--- config.mk ---
export PLATFORM = sky130hd
export DESIGN_NAME = knight_monitor
export DESIGN_NICKNAME = d
export VERILOG_FILES = /design/src/rtl/knight_monitor.sv
export SDC_FILE = /design/constraint.sdc
export NUM_CORES = 1
export LEC_CHECK = 0
export ABC_AREA = 1
export ABC_CLOCK_PERIOD_IN_PS = 1900
export CAP_MARGIN = 25
export CORE_AREA = 2 2 103 105
export CTS_BUF_LIST = sky130_fd_sc_hd__clkbuf_8
export DETAILED_ROUTE_END_ITERATION = 10
export DIE_AREA = 0 0 105 107
export PLACE_DENSITY = 0.54
export SLEW_MARGIN = 0
export SYNTH_ARGS = -nofsm -noshare
export SYNTH_HDL_FRONTEND = slang
export SYNTH_SLANG_ARGS = --single-unit
--- constraint.sdc ---
create_clock -name ck -period 1.9 [get_ports ck]
set_clock_uncertainty 0.2 [all_clocks]
set_input_delay 0.475 -clock ck [delete_from_list [all_inputs] [get_ports ck]]
set_output_delay 0.475 -clock ck [all_outputs]
set_load 0.005 [all_outputs]
--- src/rtl/knight_monitor.sv ---
// Tracks a knight-rider LED sweep: acquires a single lit LED, locks after LOCK_N
// consistent steps, and flags jumps or stalls while locked.
module knight_monitor #(
    parameter int unsigned LOCK_N    = 3,
    parameter int unsigned STALL_MAX = 255
) (
    input  logic       ck,
    input  logic       res,
    input  logic [7:0] led,
    output logic [2:0] pos,
    output logic       dir,
    output logic       locked,
    output logic       err,
    output logic [7:0] err_cnt,
    output logic [7:0] sweep_cnt
);

    localparam int unsigned LED_W   = 8;
    localparam int unsigned POS_W   = 3;
    localparam int unsigned GOOD_W  = 4;
    localparam int unsigned CNT_W   = 8;

    localparam logic [GOOD_W-1:0] LOCK_N_V    = GOOD_W'(LOCK_N);
    localparam logic [CNT_W-1:0]  STALL_MAX_V = CNT_W'(STALL_MAX);
    localparam logic [CNT_W-1:0]  CNT_SAT     = '1;
    localparam logic [POS_W-1:0]  POS_TOP     = '1;

    typedef enum logic [1:0] {
        SEARCH = 2'd0,
        ACQ    = 2'd1,
        LOCK   = 2'd2
    } state_t;

    state_t             state;
    state_t             state_nxt;
    logic [LED_W-1:0]   prev;
    logic [GOOD_W-1:0]  good;
    logic [GOOD_W-1:0]  good_nxt;
    logic [CNT_W-1:0]   stall;
    logic [CNT_W-1:0]   stall_nxt;
    logic [POS_W-1:0]   pos_nxt;
    logic               dir_nxt;
    logic               locked_nxt;
    logic               err_nxt;
    logic [CNT_W-1:0]   err_cnt_nxt;
    logic [CNT_W-1:0]   sweep_cnt_nxt;

    logic               hot;
    logic [POS_W-1:0]   idx;
    logic               change;
    logic               up;
    logic               dn;
    logic               free;
    logic               valid;
    logic               fault;
    logic               sweep_hit;

    // Index of the highest set bit; only meaningful when led is one-hot.
    always_comb begin
        idx = '0;
        for (int i = 0; i < int'(LED_W); i++) begin
            if (led[i]) begin
                idx = POS_W'(i);
            end
        end
    end

    assign hot    = (led != '0) && ((led & (led - LED_W'(1))) == '0);
    assign change = (led != prev);
    assign up     = (pos != POS_TOP) && (idx == POS_W'(pos + POS_W'(1)));
    assign dn     = (pos != '0)      && (idx == POS_W'(pos - POS_W'(1)));

    // Either neighbour is acceptable on the first acquisition step and at the ends,
    // where only one neighbour exists and the direction flips.
    assign free  = ((state == ACQ) && (good == '0)) || (pos == '0) || (pos == POS_TOP);
    assign valid = hot && (free ? (up || dn) : (dir ? up : dn));

    always_ff @(posedge ck) begin
        if (!res) begin
            state <= SEARCH;
        end else begin
            state <= state_nxt;
        end
    end

    always_comb begin
        state_nxt     = state;
        pos_nxt       = pos;
        dir_nxt       = dir;
        good_nxt      = good;
        stall_nxt     = stall;
        err_nxt       = 1'b0;
        err_cnt_nxt   = err_cnt;
        sweep_cnt_nxt = sweep_cnt;
        fault         = 1'b0;
        sweep_hit     = 1'b0;

        case (state)
            SEARCH: begin
                if (hot) begin
                    state_nxt = ACQ;
                    pos_nxt   = idx;
                    good_nxt  = '0;
                    stall_nxt = '0;
                end
            end
            ACQ: begin
                if (change) begin
                    if (valid) begin
                        pos_nxt  = idx;
                        dir_nxt  = up;
                        good_nxt = good + GOOD_W'(1);
                        if (good_nxt == LOCK_N_V) begin
                            state_nxt = LOCK;
                            stall_nxt = '0;
                        end
                    end else begin
                        state_nxt = SEARCH;
                    end
                end
            end
            LOCK: begin
                if (change) begin
                    if (valid) begin
                        pos_nxt   = idx;
                        dir_nxt   = up;
                        stall_nxt = '0;
                        sweep_hit = (pos == POS_W'(1)) && (idx == '0);
                    end else begin
                        fault = 1'b1;
                    end
                end else begin
                    stall_nxt = stall + CNT_W'(1);
                    if (stall_nxt == STALL_MAX_V) begin
                        fault = 1'b1;
                    end
                end
            end
            default: begin
                state_nxt = SEARCH;
            end
        endcase

        // A fault overrides any coincident sweep completion.
        if (fault) begin
            err_nxt     = 1'b1;
            err_cnt_nxt = (err_cnt == CNT_SAT) ? err_cnt : err_cnt + CNT_W'(1);
            state_nxt   = SEARCH;
            stall_nxt   = '0;
        end else if (sweep_hit) begin
            sweep_cnt_nxt = sweep_cnt + CNT_W'(1);
        end

        locked_nxt = (state_nxt == LOCK);
    end

    always_ff @(posedge ck) begin
        if (!res) begin
            prev      <= '0;
            good      <= '0;
            stall     <= '0;
            pos       <= '0;
            dir       <= 1'b0;
            locked    <= 1'b0;
            err       <= 1'b0;
            err_cnt   <= '0;
            sweep_cnt <= '0;
        end else begin
            prev      <= led;
            good      <= good_nxt;
            stall     <= stall_nxt;
            pos       <= pos_nxt;
            dir       <= dir_nxt;
            locked    <= locked_nxt;
            err       <= err_nxt;
            err_cnt   <= err_cnt_nxt;
            sweep_cnt <= sweep_cnt_nxt;
        end
    end

endmodule

==> results.toml, run 1 <==
[power]
p_seq_share_pct = 44.1
p_int_w = 0.001536
power.share.clock_pct = 27.9
p_leak_nw = 2.076
power_frac_comb_pct = 28.0
switching_share_pct = 31.45
p_switching_w = 0.0007048
power_density_nw_per_um2 = 492.8
vdd_ir_drop_max_uv = 315.1

[synthesis]
synth.distinct_cells = 30
synth-compound-area-share_pct = 7.158
yosysSeqAreaShare_pct = 29.47
synthCells = 466
synth_top_family_by_area = "simple AND/OR/NAND/NOR gates"
synth_top_area_cell = "dfxtp_1"
synth.area.top_cells = "dfxtp_1, nand2_1, inv_1"
yosys.area_share.simple_pct = 42.95
synth_xor_area_share_pct = 3.223
synth_area_um2 = 2989
synthAdderAreaFrac_pct = 7.116
ys_ff_latch = 44
synthArstFlopShare_pct = 0
syn_nets = 493
ys.warnings.count = 0
synth.avg_cell_area_um2 = 6.414
dominantRegCellSynth = "dfxtp_1"
synth_edf_count = 0
synth.top_cell.area_share_pct = 29.47
muxShareOfSynthArea_pct = 0

[clock_tree]
clk-insertion-delay-late_ns = 0.30
clockBufferDepth = 2
path_clk_slew_ns = 0.09
clkSinkCount = 44
cts_root_buf = "clkbuf_8"
cts.hold.buffers_added = 0
cts_tree = "built"
htreeDepth = 2
numCtsBuffers = 5

[status]
failed_checks = "negative setup slack"
outcome = "finished with violations"

[drt]
drtPass1Iterations = 4
drt_iter0_drc = 96
remaining_drc_errors = 0
routed_wl_um = 8145
viasPerCell = 4.505
routed-via-count = 3239
wl_per_cell_um = 11.33
ant_nets = 0

[worst_setup_path]
cp.arrival_ns = 2.25
cp_max_fo = 6
cp-end-kind = "flip-flop"
r2r_cells = 14
r2r-end = "stall[0]$_SDFFE_PP0P_"
worstPathRequired_ns = 1.89
crit_start = "pos[0]$_SDFFE_PN0P_"
worstSetupPathType = "flip-flop to flip-flop"
cp-start-kind = "flip-flop"
r2r_slack_ns = -0.35
r2r_start = "pos[0]$_SDFFE_PN0P_"

[finish]
fin_nets = 609
syn2layout_area_growth_pct = 52.16
drive_above_1_share_pct = 36.88
fill_cells = 1077
antenna_cells = 0

[sta]
rsz0062_at_grt = "true"
tightest_slew_ns = 0.2941
setup_viol = 36
timing.final.ws_setup_ns = -0.3530
slew_headroom_pct = 80.33
final.setup.tns_ns = -10.41
drv_slew = 0
hold_viol = 0
fin_crit_ns = 2.253
timing.final.crit_share_pct = 118.6
clock.fmax_ghz = 0.4438

[floorplanning]
rows = 37
die-area_um2 = 11240
chipWidth_um = 105
dieHeight_um = 107
ios = 32
core_um2 = 10090
start_util_pct = 29.62

[worst_hold_path]
hold_class = "input port to flip-flop"
min_to = "prev[6]$_SDFF_PN0_"
min_from = "led[6]"
hold_depth = 3

[global_route]
grt_max_degree = 14
grt_pass1_wl_um = 13510
antenna_found_initial = 0
grt_pass1_vias = 3095
grt_overflow = 0
grt_use_total_pct = 14.46

[placement]
hpwl_um = 6125
port_buffers = 31
post-place-ws_ns = -0.9573
gpl.final_weighted_congestion = 0.8658

[job]
maxCapViolCount = 0
[how the worst max path moves through the flow]
stage	endpoint	slack, ns	depth (start not counted)
2_1_floorplan	stall[6]$_SDFFE_PP0P_	-0.13	14
3_3_place_gp	stall[0]$_SDFFE_PP0P_	-0.91	13
3_5_place_dp	stall[3]$_SDFFE_PP0P_	-0.96	13
4_1_cts	stall[3]$_SDFFE_PP0P_	-0.33	15
5_1_grt	stall[6]$_SDFFE_PP0P_	-0.47	15
6_report	stall[0]$_SDFFE_PP0P_	-0.35	14
[critical path, cell delays in order, from the launching register on]
cell     delay [ns]
dfxtp_4        0.37
ha_4           0.16
ha_4           0.27
inv_2          0.04
nand2_2        0.06
nand2_2        0.06
nor2_1         0.09
nand3_1        0.09
nand2_2        0.10
nand3_4        0.15
buf_12         0.18
nand2_8        0.08
nand3_4        0.12
a21oi_2        0.12
nor2_1         0.05
[placed cells by master, fill, tap and decap left out, types with 8 or more instances in the layout]
cell and instances:
nand2_1 117, buf_4 75, inv_1 57, nor2_1 43, nand3_1 28, dfxtp_1 23
clkdlybuf4s50_1 21, nand4_1 19, a21oi_1 18, nand2_2 17, dfxtp_2 16, inv_2 15
nand3_2 14, ha_1 12, a21oi_2 8
[flip-flops by register name, summed over array words and instances, names as in the netlist]
register / count
state: 2
pos: 3
good: 4
err_cnt: 8
prev: 8
locked: 1
sweep_cnt: 8
stall: 8
dir: 1
err: 1
[layout make-up]
| type | count | area [µm²] | share of cell area, % |
|---|---|---|---|
| Multi-Input combinational cell | 346 | 2177 | 47.87 |
| Sequential cell | 44 | 919.6 | 20.22 |
| Timing Repair Buffer | 112 | 912.1 | 20.06 |
| Inverter | 73 | 276.5 | 6.080 |
| Tap cell | 136 | 170.2 | 3.741 |
| Clock buffer | 6 | 82.58 | 1.816 |
| Clock inverter | 2 | 10.01 | 0.2201 |
[synth_stat cells, types with 4 or more instances]
| master | count |
|---|---|
| xnor2_1 | 5 |
| inv_2 | 8 |
| nand3_1 | 42 |
| ha_1 | 17 |
| nand3_2 | 4 |
| dfxtp_1 | 44 |
| a21oi_1 | 27 |
| nor2_1 | 46 |
| o21ai_0 | 10 |
| nor3_1 | 8 |
| nand2_1 | 133 |
| nand4_1 | 19 |
| inv_1 | 65 |
| nor2_2 | 7 |
| xor2_1 | 6 |
| nand2_2 | 4 |
[through the flow]
step / total power, W / util (%) / hold slack [ns] / std cells / cell area, µm²
global route: 0.002383 / 45.07 / 0.2650 / 719 / 4548
finish: 0.002241 / 45.07 / 0.2359 / 719 / 4548
floorplan: 0.001311 / - / 0.2661 / 466 / 3050
detailed placement: 0.001541 / 39.75 / 0.2929 / 696 / 4011
global placement: 0.001534 / 39.75 / 0.2787 / 696 / 4011
CTS: 0.002215 / 42.83 / 0.2897 / 712 / 4323
[metal layers]
metal	global-route usage [%]	routed length (µm)
met5	0	0
met4	4.476	148
met2	25.83	4019
met1	17.82	3792
met3	2.249	185
[power groups by stage]
stage	sequential, W	clock, W	combinational (W)
6_report	0.000989	0.000624	0.000627
5_1_grt	0.000996	0.000689	0.000699
4_1_cts	0.000991	0.000647	0.000577
3_5_place_dp	0.00101	0	0.000529
3_3_place_gp	0.00101	0	0.000522
2_1_floorplan	0.00101	0	0.000300
[cells by family after synthesis]
group           Yosys count
simple gates            276
buf+inv                  78
flops                    44
compound gates           40
fa+ha+maj                17
xor+xnor                 11
[what timing repair did]
item,CTS,global route
hold endpoints to repair,0,0
setup buffers,7,6
setup endpoints to repair,50,44
pin swaps,25,14
gates cloned,1,1
gates resized for setup,63,65
Note: power is estimated with default switching activity, not from simulation.
==> run 2, diff against run 1 <==
Settings changed: RECOVER_POWER set to 50.
==> results.toml, run 2 (synthesized netlist as in run 1, its figures left out) <==
[sta]
slew_headroom_pct = 77.97
timing.final.crit_share_pct = 118.4
clock.fmax_ghz = 0.4447
rsz0062_at_grt = "true"
timing.final.ws_setup_ns = -0.3489
fin_crit_ns = 2.249
tightest_slew_ns = 0.3305
hold_viol = 0
drv_slew = 0
final.setup.tns_ns = -10.35
setup_viol = 36

[global_route]
grt_pass1_wl_um = 13510
grt_use_total_pct = 14.46
grt_overflow = 0
antenna_found_initial = 0
grt_pass1_vias = 3095
grt_max_degree = 14

[clock_tree]
cts_root_buf = "clkbuf_8"
path_clk_slew_ns = 0.09
clockBufferDepth = 2
numCtsBuffers = 5
cts.hold.buffers_added = 0
htreeDepth = 2
clk-insertion-delay-late_ns = 0.30
cts_tree = "built"
clkSinkCount = 44

[finish]
fill_cells = 1077
layout.cells.non_filler = 719
syn2layout_area_growth_pct = 52.03
utilization_pct = 45.03
antenna_cells = 0
drive_above_1_share_pct = 36.71
final_cell_mix = "nand2_1, buf_4, inv_1"
fin_nets = 609
final_common_cell = "nand2_1"

[status]
outcome = "finished with violations"
failed_checks = "negative setup slack"

[drt]
drtPass1Iterations = 4
routed_wl_um = 8143
drt_iter0_drc = 100
ant_nets = 0
dr_wl_met2_um = 4034
routed-via-count = 3223
highest_layer = "met4"
wl_per_cell_um = 11.33
wl_met3_um = 207
remaining_drc_errors = 0
viasPerCell = 4.483
met1Wirelength_um = 3771

[job]
maxCapViolCount = 0

[floorplanning]
dieHeight_um = 107
die-area_um2 = 11240
ios = 32
start_util_pct = 29.62
rows = 37
core_um2 = 10090
chipWidth_um = 105

[worst_hold_path]
hold_class = "input port to flip-flop"

[placement]
hpwl_um = 6125
port_buffers = 31
gpl.final_weighted_congestion = 0.8658
dp_cells = 696

[worst_setup_path]
cp-start-kind = "flip-flop"
cp_max_fo = 6
cp-end-kind = "flip-flop"
worstPathRequired_ns = 1.89
cp.arrival_ns = 2.24
worstSetupPathType = "flip-flop to flip-flop"

[power]
p_leak_nw = 2.073
power_density_nw_per_um2 = 492.9
vdd_ir_drop_max_uv = 314.9
==> run 2: metal layers <==
| layer | up-vias | track usage (%) |
|---|---|---|
| li1 | 1715 | - |
| met1 | 1454 | 17.82 |
| met4 | 0 | 4.476 |
| met5 | - | 0 |
| met3 | 11 | 2.249 |
| met2 | 43 | 25.83 |
==> run 2: what timing repair did <==
action,in CTS,in global routing
endpoints found under the hold margin,0,0
endpoints found under the setup margin,50,44
setup buffers,7,6
resized for setup,63,65
gates cloned,1,1
pin swaps,25,14
==> run 2: path summary, 6_finish.rpt <==
kind | depth (start not counted) | endpoint | start | slack, ns
hold / removal | 3 | prev[6]$_SDFF_PN0_ | led[6] | 0.24
setup reg to reg | 14 | stall[0]$_SDFFE_PP0P_ | pos[0]$_SDFFE_PN0P_ | -0.35
hold reg to reg | 2 | sweep_cnt[7]$_SDFFE_PN0P_ | sweep_cnt[7]$_SDFFE_PN0P_ | 0.29
setup / recovery | 14 | stall[0]$_SDFFE_PP0P_ | pos[0]$_SDFFE_PN0P_ | -0.35
==> run 2: cell type report <==
type / count / area [µm²] / area share [%]
clock buffers: 6 / 82.58 / 1.817
multi-input cells: 346 / 2177 / 47.91
repair buffers: 112 / 908.4 / 19.99
well taps: 136 / 170.2 / 3.744
clock inverters: 2 / 10.01 / 0.2203
flip-flops and latches: 44 / 919.6 / 20.24
inverters: 73 / 276.5 / 6.085
==> run 2: power breakdown <==
part           internal [W]  switching [W]  leakage, nW
combinational      0.000287       0.000339         1.65
clock              0.000291       0.000334       0.0510
sequential         0.000957      0.0000321        0.370
total               0.00154       0.000705         2.07
==> run 2: worst max-delay path, cell delays in order, from the launching register on <==
cell and delay (ns):
dfxtp_4 0.37, ha_4 0.16, ha_4 0.27, inv_2 0.04, nand2_2 0.06, nand2_2 0.06
nor2_1 0.09, nand3_1 0.09, nand2_2 0.10, nand3_4 0.15, buf_12 0.18, nand2_8 0.08
nand3_4 0.12, a21oi_2 0.12, nor2_1 0.05
==> run 2: metrics by stage <==
step | setup slack (ns) | power (W) | cell area [µm²] | hold slack, ns
CTS | -0.3326 | 0.002215 | 4323 | 0.2897
floorplan | -0.1264 | 0.001311 | 3050 | 0.2661
finish | -0.3489 | 0.002240 | 4544 | 0.2362
detailed placement | -0.9573 | 0.001541 | 4011 | 0.2929
global placement | -0.9056 | 0.001534 | 4011 | 0.2787
global route | -0.4695 | 0.002382 | 4544 | 0.2650
